<file path="config.mk">
export PLATFORM = sky130hd
export DESIGN_NAME = operand_b_stage
export DESIGN_NICKNAME = d
export VERILOG_FILES = /design/src/rtl/operand_b_stage.sv
export SDC_FILE = /design/constraint.sdc
export NUM_CORES = 1
export LEC_CHECK = 0
export CORE_UTILIZATION = 36
export CTS_CLUSTER_DIAMETER = 120
export DETAILED_ROUTE_END_ITERATION = 6
export PLACE_DENSITY = 0.85
export RECOVER_POWER = 25
export SYNTH_ARGS = -nofsm -noshare
export SYNTH_HDL_FRONTEND = slang
export SYNTH_SLANG_ARGS = --single-unit
</file>
<file path="constraint.sdc">
create_clock -name clk -period 2.05 [get_ports clk]
set_input_delay 0.3075 -clock clk [delete_from_list [all_inputs] [get_ports clk]]
set_output_delay 0.3075 -clock clk [all_outputs]
set_load 0.005 [all_outputs]
</file>
<file path="src/rtl/operand_b_stage.sv">
// operand_b_stage: EX operand B select with rs2 forwarding,
// load-use stall detection and a registered valid/ready output.
module operand_b_stage #(
  parameter int XLEN   = 32,
  parameter int REGA_W = 5,
  parameter int CNT_W  = 16
) (
  input  logic              clk,
  input  logic              rst_n,
  input  logic [2:0]        sel,
  input  logic [REGA_W-1:0] rs2_addr,
  input  logic [XLEN-1:0]   rs2_data,
  input  logic [XLEN-1:0]   imm_i,
  input  logic [XLEN-1:0]   imm_s,
  input  logic [XLEN-1:0]   imm_u,
  input  logic              in_valid,
  output logic              in_ready,
  input  logic              ex_wr,
  input  logic [REGA_W-1:0] ex_rd,
  input  logic [XLEN-1:0]   ex_data,
  input  logic              ex_is_load,
  input  logic              mem_wr,
  input  logic [REGA_W-1:0] mem_rd,
  input  logic [XLEN-1:0]   mem_data,
  input  logic              flush,
  output logic              out_valid,
  input  logic              out_ready,
  output logic [XLEN-1:0]   b_out,
  output logic              illegal_sel,
  output logic [CNT_W-1:0]  stall_cnt
);

  logic              r_valid;
  logic [XLEN-1:0]   r_b;
  logic              r_ill;
  logic [CNT_W-1:0]  r_cnt;

  logic              w_rs2_nz;
  logic              w_ex_hit;
  logic              w_mem_hit;
  logic              w_hazard;
  logic              w_ov_eff;
  logic              w_xfer;
  logic              w_stall;
  logic [XLEN-1:0]   w_rs2_val;
  logic [XLEN-1:0]   w_sel_val;
  logic              w_sel_ill;

  assign w_rs2_nz  = (rs2_addr != '0);
  assign w_ex_hit  = ex_wr && (ex_rd == rs2_addr) && w_rs2_nz;
  assign w_mem_hit = mem_wr && (mem_rd == rs2_addr) && w_rs2_nz;
  assign w_hazard  = (sel == 3'b000) && w_ex_hit && ex_is_load;

  // out_valid is treated as 0 while reset is asserted
  assign w_ov_eff  = r_valid && rst_n;
  assign in_ready  = (!w_ov_eff || out_ready)
                   && !w_hazard && !flush;
  assign w_xfer    = in_valid && in_ready;
  assign w_stall   = in_valid && w_hazard && !flush;

  // rs2 forwarding: EX non-load beats MEM beats regfile
  always_comb begin
    w_rs2_val = rs2_data;
    if (w_ex_hit && !ex_is_load) begin
      w_rs2_val = ex_data;
    end else if (w_mem_hit) begin
      w_rs2_val = mem_data;
    end
  end

  // source select decode; reserved codes give zero + flag
  always_comb begin
    w_sel_val = '0;
    w_sel_ill = 1'b0;
    unique case (sel)
      3'b000:  w_sel_val = w_rs2_val;
      3'b001:  w_sel_val = imm_i;
      3'b010:  w_sel_val = imm_s;
      3'b011:  w_sel_val = imm_u;
      3'b100:  w_sel_val = '0;
      default: w_sel_ill = 1'b1;
    endcase
  end

  // output register: flush beats transfer beats drain
  always_ff @(posedge clk) begin
    if (!rst_n) begin
      r_valid <= 1'b0;
      r_b     <= '0;
      r_ill   <= 1'b0;
    end else if (flush) begin
      r_valid <= 1'b0;
    end else if (w_xfer) begin
      r_valid <= 1'b1;
      r_b     <= w_sel_val;
      r_ill   <= w_sel_ill;
    end else if (out_ready) begin
      r_valid <= 1'b0;
    end
  end

  // saturating count of load-use stall cycles
  always_ff @(posedge clk) begin
    if (!rst_n) begin
      r_cnt <= '0;
    end else if (w_stall && (r_cnt != '1)) begin
      r_cnt <= r_cnt + 1'b1;
    end
  end

  assign out_valid   = r_valid;
  assign b_out       = r_b;
  assign illegal_sel = r_ill;
  assign stall_cnt   = r_cnt;

endmodule

</file>
# After elaboration in Yosys (flattened, before gate mapping)
# Cells that the tools add are included.
[classes]
n_addsub = 1
eq_ne = 7
mux = 6
bitwise_logic = 2
n_reduce_logical = 25
[op_table]
columns = ["operator", "n"]
rows = [
  ["$pmux 32 s4", 1],
  ["$mux 32", 2],
  ["$add 16x1->16 const B", 1],
  ["$ne 16x16->1 const B", 1],
  ["$logic_and 1x1->1", 14],
  ["$eq 5x5->1", 2],
  ["$eq 3x2->1 const B", 2],
  ["$reduce_bool 5->1", 1],
  ["$reduce_or 5->1", 1],
  ["$logic_not 1->1", 4],
  ["$eq 3x1->1 const B", 1],
  ["$eq 3x3->1 const B", 1],
  ["$logic_not 3->1", 1],
  ["$mux 1", 3],
  ["$not 1->1", 2],
  ["$reduce_and 2->1", 1],
  ["$reduce_bool 2->1", 1],
  ["$reduce_or 2->1", 1],
  ["$logic_or 1x1->1", 1],
]
[word_totals]
register_bits = 50
in_bits = 218
word_cells = 45

# Longest topological paths before layout
# Gate-level depths: netlist of the first run.
[logic_depth]
word_depth = 10
mapped_depth = 9

# Least setup slack after synthesis of the first run
# OpenSTA, ideal clock, no wires.
[synth_path]
path_type = "input to register"
from = "input rs2_addr[0]"
to = "register r_b[14], in the netlist b_out[14]"
setup_ns = 0.134
arrival_ns = 1.723
path_slack_ns = 0.193
stages = 7
cell_sequence = "or3_1 a211oi_2 buf_4 buf_8 mux2_2 mux2i_1 o211ai_1"
[synth_between]
elab_chain_cells = 10
[synth_lines]
columns = ["element", "line_no", "source"]
rows = [
  ["start, declared", "11", "input logic [REGA_W-1:0] rs2_addr,"],
  ["$eq 5x5->1", "50", "assign w_ex_hit = ex_wr && (ex_rd == rs2_addr) && w_rs2_nz;"],
  ["$logic_and 1x1->1 (2 in series)", "50", ""],
  ["$logic_and 1x1->1 (2 in series)", "52", "assign w_hazard = (sel == 3'b000) && w_ex_hit && ex_is_load;"],
  ["$logic_not 1->1", "57", "&& !w_hazard && !flush;"],
  ["$logic_and 1x1->1 (2 in series)", "57", ""],
  ["$logic_and 1x1->1", "58", "assign w_xfer = in_valid && in_ready;"],
  ["$reduce_and 2->1 (no source line)", "-", ""],
  ["end signal, assigned", "95", "r_b <= w_sel_val;"],
  ["end, declared", "34", "logic [XLEN-1:0] r_b;"],
]
# Parallel ways exist; a longest one is shown, timed or not.
# A chain may end at the register's enable or synchronous reset.

# Worst setup path in the final report of the first run
[layout_path]
from = "input ex_rd[0]"
to = "output in_ready"
[layout_between]
elab_chain_cells = 8
[layout_lines]
columns = ["element", "line_no", "source"]
rows = [
  ["start, declared", "19", "input logic [REGA_W-1:0] ex_rd,"],
  ["$eq 5x5->1", "50", ""],
  ["$logic_and 1x1->1 (2 in series)", "50", ""],
  ["$logic_and 1x1->1 (2 in series)", "52", ""],
  ["$logic_not 1->1", "57", ""],
  ["$logic_and 1x1->1 (2 in series)", "57", ""],
  ["end, declared", "17", "output logic in_ready,"],
]
# No other way between the ends.

==> flow_summary.toml, run 1 <==
[routing]
ant_nets = 0
wire_per_inst_um = 19.10
vias_per_cell = 5.484
dr.first_iter.drc_count = 195
drc = 0
dr.pass1.iters = 5
vias = 4683
drt_wl_total_mm = 16.31

[yosys]
ys_types = 42
synth_area_leaders = "dfxtp_1 (26%), mux2_2 (14%), mux2i_1 (8.5%)"
synth_top_area_cell = "dfxtp_1"
seq_area_frac_synth = 0.2650
ys_ff_latch = 50
synth_fp_nets = 647
async_reset_ff_frac = 0
synth.top_cell.area_share = 0.2650
ys.flop_type = "dfxtp_1"
synth_edf_count = 0
syn_inst = 428
ys_warn_count = 0
synth_area_um2 = 3777
avgSynthCellArea_um2 = 8.826

[power]
leakage_nw = 2.858
ir_worst_vdd_v = 0.0002897
powerDensity_nw_per_um2 = 348.9

[timing]
relSlewSlack = 0.7335
fmax_ghz = 0.4894
rsz0062_at_grt = "yes"
fin_crit_ps = 2043
maxSlewViolCount = 0
hold_violations = 0
fin_skew_ps = 13.21
fin_crit_sh = 0.9967
setup_viol = 0
hold_ws_ps = 499.2
worst_pin_slew_ps = 399.8
setup-tns-final_ps = 0
worst_slack_ps = 6.832

[finish]
fin_nets = 934
postLayoutCellArea_um2 = 7234
final_layout_size_suffix_gt1_frac = 0.1983
area_growth_syn_to_layout_pct = 91.52

[grt]
grt_pass1_wl_mm = 25.31
grt_pass1_vias = 5043
met3_usage = 0.06078
grtUsageMet1 = 0.3116
grt_usage = 0.2937
grt_max_degree = 35
antenna_found_initial = 2
grt-ovfl-total = 0
busiest_layer = "met2"
grt_use_met2 = 0.5464

[placed_design]
placement.cell_area_um2 = 6770
port-buffer-count = 268
pre_cts_ws_ps = -542.6
routabilityCongestion = 0.9089
hpwlAfterDp_mm = 12.12

[die]
initial_core_util = 0.3692
dieArea_um2 = 10910
row_count = 37
die_w_um = 104.4
io_pins = 269
die_y_um = 104.4
core_um2 = 10230

[cts]
insertion_delay_ps = 320
cts_tree = "done"
numCtsBuffers = 5
root_buffer = "clkbuf_8"
cts.clk_slew.worst_paths_ps = 100
clockBufferDepth = 2
cts.sink_count = 50
htreeDepth = 2

[status]
outcome = "completed"

[hold_path]
hold_path_class = "reg -> reg"

[worst_setup_path]
arrival_ps = 1740
crit_path_start_kind = "input port"
cp.required_ps = 1740
setup.worst_path.end_class = "primary output"
crit_type = "in -> out"
critical_path.max_fanout = 3

[job]
max_cap_violations = 0
## where the power goes
group / internal, W / switching [W] / total [W]
sequential: 0.000995 / 0.0000148 / 0.00101
clock: 0.000247 / 0.000375 / 0.000623
combinational: 0.000599 / 0.000293 / 0.000891
total: 0.00184 / 0.000683 / 0.00252
## final cells by class
class / instances / area, um2
Clock buffer: 5 / 68.82
Timing Repair Buffer: 318 / 3242
Clock inverter: 3 / 25.02
Multi-Input combinational cell: 339 / 2719
Antenna cell: 2 / 5.005
Inverter: 1 / 3.754
Tap cell: 136 / 170.2
Sequential cell: 50 / 1001
Fill cell: 797 / 2997
## cells in the mapped netlist, types with 3 or more instances
master,instances
a22oi_1,32
dfxtp_1,50
or3_1,28
mux2_1,10
buf_4,4
xnor2_1,15
mux2_2,48
or2_2,3
a211oi_1,7
nand2_1,11
nand2b_1,3
mux2i_1,32
nand4_1,4
nor2b_1,8
nor3_1,8
nor2_1,30
nand4b_1,4
o32ai_1,6
a21oi_1,3
buf_2,9
clkbuf_1,20
o21ai_0,3
xor2_1,7
o211ai_1,26
nand3_1,34
## flip-flops by register name (all words and copies together), names as in the netlist
register and count:
out_valid 1, stall_cnt 16, b_out 32, illegal_sel 1
## final timing paths
kind / from / to / slack (ps) / cells after the start
worst max-delay path: ex_rd[0] / in_ready / 7 / 7
worst max register to register: stall_cnt[0] / stall_cnt[13] / 170 / 7
worst min-delay path: b_out[9] / b_out[9] / 500 / 2
worst min register to register: b_out[9] / b_out[9] / 500 / 2
## cells by family after synthesis
| group | Yosys count | synth area share |
|---|---|---|
| xor+xnor | 22 | 0.05101 |
| mux | 90 | 0.2577 |
| flops | 50 | 0.2650 |
| simple gates | 146 | 0.2123 |
| buf+inv | 39 | 0.05266 |
| fa+ha+maj | 1 | 0.003312 |
| compound gates | 80 | 0.1580 |
## metrics by stage
| step | cells | util | total power, W |
|---|---|---|---|
| 3_5_place_dp | 826 | 0.6617 | 0.001893 |
| 6_report | 854 | 0.7071 | 0.002524 |
| 2_1_floorplan | 428 | - | 0.001309 |
| 4_1_cts | 851 | 0.6976 | 0.002530 |
| 3_3_place_gp | 826 | 0.6617 | 0.001874 |
| 5_1_grt | 854 | 0.7071 | 0.002640 |
## layer usage
metal  vias up  share of wire
li1       2187              -
met2       258           0.52
met4         0          0.042
met1      2184           0.37
met5         -              0
met3        54          0.074
## critical path, cell delays in order
cell and delay [ps]:
clkdlybuf4s50_1 430, or2_2 320, o21ai_4 180, nand3_2 120, nand2_1 80, nor2_1 40
dlygate4sd2_1 260
## what timing repair did
action	4_1_cts	5_1_grt
hold buffers	0	0
gates resized for setup	36	27
endpoints found under the setup margin	34	29
pin swaps	9	11
setup buffers	14	2
gates cloned	4	0
hold endpoints to repair	0	0
## layout by cell type (no fill, tap or decap), drive strengths merged, types with 15 or more instances in the layout
cell | Yosys | final
a22oi | 32 | 32
buf | 18 | 55
clkdlybuf4s50 | 0 | 229
dfxtp | 50 | 50
dlygate4sd3 | 0 | 24
mux2 | 58 | 58
mux2i | 32 | 32
nand3 | 36 | 36
nor2 | 30 | 30
o211ai | 26 | 26
or3 | 28 | 28
xnor2 | 15 | 15
No activity file was read; power rests on OpenSTA's default activity.
==> run 2: changes to the inputs <==
- CORE_MARGIN: unset -> 2
==> run 2 against run 1 <==
Critical path depth is 2 higher; die area up 3.9%; non-clock buffer count down 9.
==> flow_summary.toml, run 2 (same netlist as run 1, synthesis figures left out) <==
[grt]
grt_max_degree = 36
grt-ovfl-total = 0
grt_pass1_wl_mm = 24.72
antenna_found_initial = 0
grt_usage = 0.2747
grt_pass1_vias = 4856
grt_use_met2 = 0.5165
grtUsageMet1 = 0.2924
met3_usage = 0.05150
busiest_layer = "met2"

[cts]
root_buffer = "clkbuf_8"
cts_tree = "done"
hold_buffers = 0
clockBufferDepth = 2
cts.sink_count = 50
cts.clk_slew.worst_paths_ps = 110
htreeDepth = 2
insertion_delay_ps = 310
numCtsBuffers = 5

[die]
die_w_um = 106.4
row_count = 37
io_pins = 269
core_um2 = 10280
dieArea_um2 = 11330
die_y_um = 106.4
initial_core_util = 0.3675

[timing]
setup_viol = 0
fin_crit_sh = 0.9831
fin_skew_ps = 12.48
rsz0062_at_grt = "yes"
hold_violations = 0
relSlewSlack = 0.6806
worst_pin_slew_ps = 479.1
fmax_ghz = 0.4962
fin_crit_ps = 2015
hold_ws_ps = 465.5
maxSlewViolCount = 0

[placed_design]
post-place-cells = 827
routabilityCongestion = 0.9585
port-buffer-count = 268
placement.cell_area_um2 = 6790
hpwlAfterDp_mm = 12.43

[worst_setup_path]
critical_path.max_fanout = 8
max_stage_delay_ps = 470
cp.required_ps = 2280
slowest_stage = "clkdlybuf4s50_1"
arrival_ps = 2250
crit_path_start_kind = "input port"
setup.worst_path.end_class = "flip-flop"
crit_type = "in -> reg"
path_common_cell = "buf_4"
path_cells = "clkdlybuf4s50_1 -> xor2_1 -> nor3_1 -> buf_4 -> buf_4 -> and4_4 -> a211o_4 -> buf_12 -> o32ai_2"

[finish]
final_layout_size_suffix_gt1_frac = 0.1895
largest_reg_flops = 32
n_fill_cell = 790
final_cell_mix = "clkdlybuf4s50_1 (232), dfxtp_1 (50), mux2_2 (47)"
postLayoutCellArea_um2 = 7229
area_growth_syn_to_layout_pct = 91.39
n_antenna_cell = 0
fin_nets = 925
utilization = 0.7034
stdcell_count = 843
layout_commonest_cell = "clkdlybuf4s50_1"

[routing]
ant_nets = 0
dr.pass1.iters = 4
drc = 0
vias = 4622
drt_wl_total_mm = 16.46
wire_per_inst_um = 19.53
vias_per_cell = 5.483
dr.first_iter.drc_count = 185

[job]
max_cap_violations = 0

[status]
outcome = "completed"

[power]
leakage_nw = 2.854
powerDensity_nw_per_um2 = 380.2
ir_worst_vdd_v = 0.0002311

[hold_path]
hold_path_class = "reg -> reg"
==> run 2: report_power, final <==
part / internal, W / switching, W / total, W
Combinational: 0.000593 / 0.000296 / 0.000888
Sequential: 0.000995 / 0.0000135 / 0.00101
Clock: 0.000490 / 0.000362 / 0.000852
==> run 2: path summary, 6_finish.rpt <==
check                             startpoint  cells after the start  slack [ps]       endpoint
worst max-delay path                ex_rd[1]                      9          30       b_out[4]
worst min-delay path             illegal_sel                      2         470    illegal_sel
worst max register to register  stall_cnt[0]                      7         150  stall_cnt[15]
worst min register to register   illegal_sel                      2         470    illegal_sel
==> run 2: critical path, delay by kind of cell <==
family                 cells  cell delay (ps)
buffers and inverters      4              900
AO/OA/AOI/OAI              2              620
AND/OR/NAND/NOR            2              280
XOR/XNOR                   1              140
==> run 2: area by class of cell <==
type,instances,area (um2),share of cell area
repair buffers,309,3158,0.4368
multi-input cells,339,2759,0.3816
flip-flops and latches,50,1001,0.1385
well taps,136,170.2,0.02354
clock buffers,5,68.82,0.009519
clock inverters,3,68.82,0.009519
inverters,1,3.754,0.0005192
==> run 2: timing repair <==
action,4_1_cts,5_1_grt
gates resized for setup,22,33
endpoints found under the setup margin,34,37
gates cloned,2,3
pin swaps,6,22
buffers inserted,4,1
==> run 2: stage by stage <==
stage,power [W],TNS [ps],setup WS (ps)
2_1_floorplan,0.001309,0,193.5
3_3_place_gp,0.001872,-17260,-465.3
3_5_place_dp,0.001893,-20940,-621.9
4_1_cts,0.002758,0,1.083
5_1_grt,0.002855,-103.6,-35.76
6_report,0.002749,0,34.73
==> run 2: per-layer routing <==
layer / vias up / routed length, um / share of wire
li1: 2171 / - / -
met3: 46 / 1213 / 0.074
met2: 226 / 8585 / 0.52
met1: 2179 / 5989 / 0.36
met5: - / 0 / 0
met4: 0 / 671 / 0.041
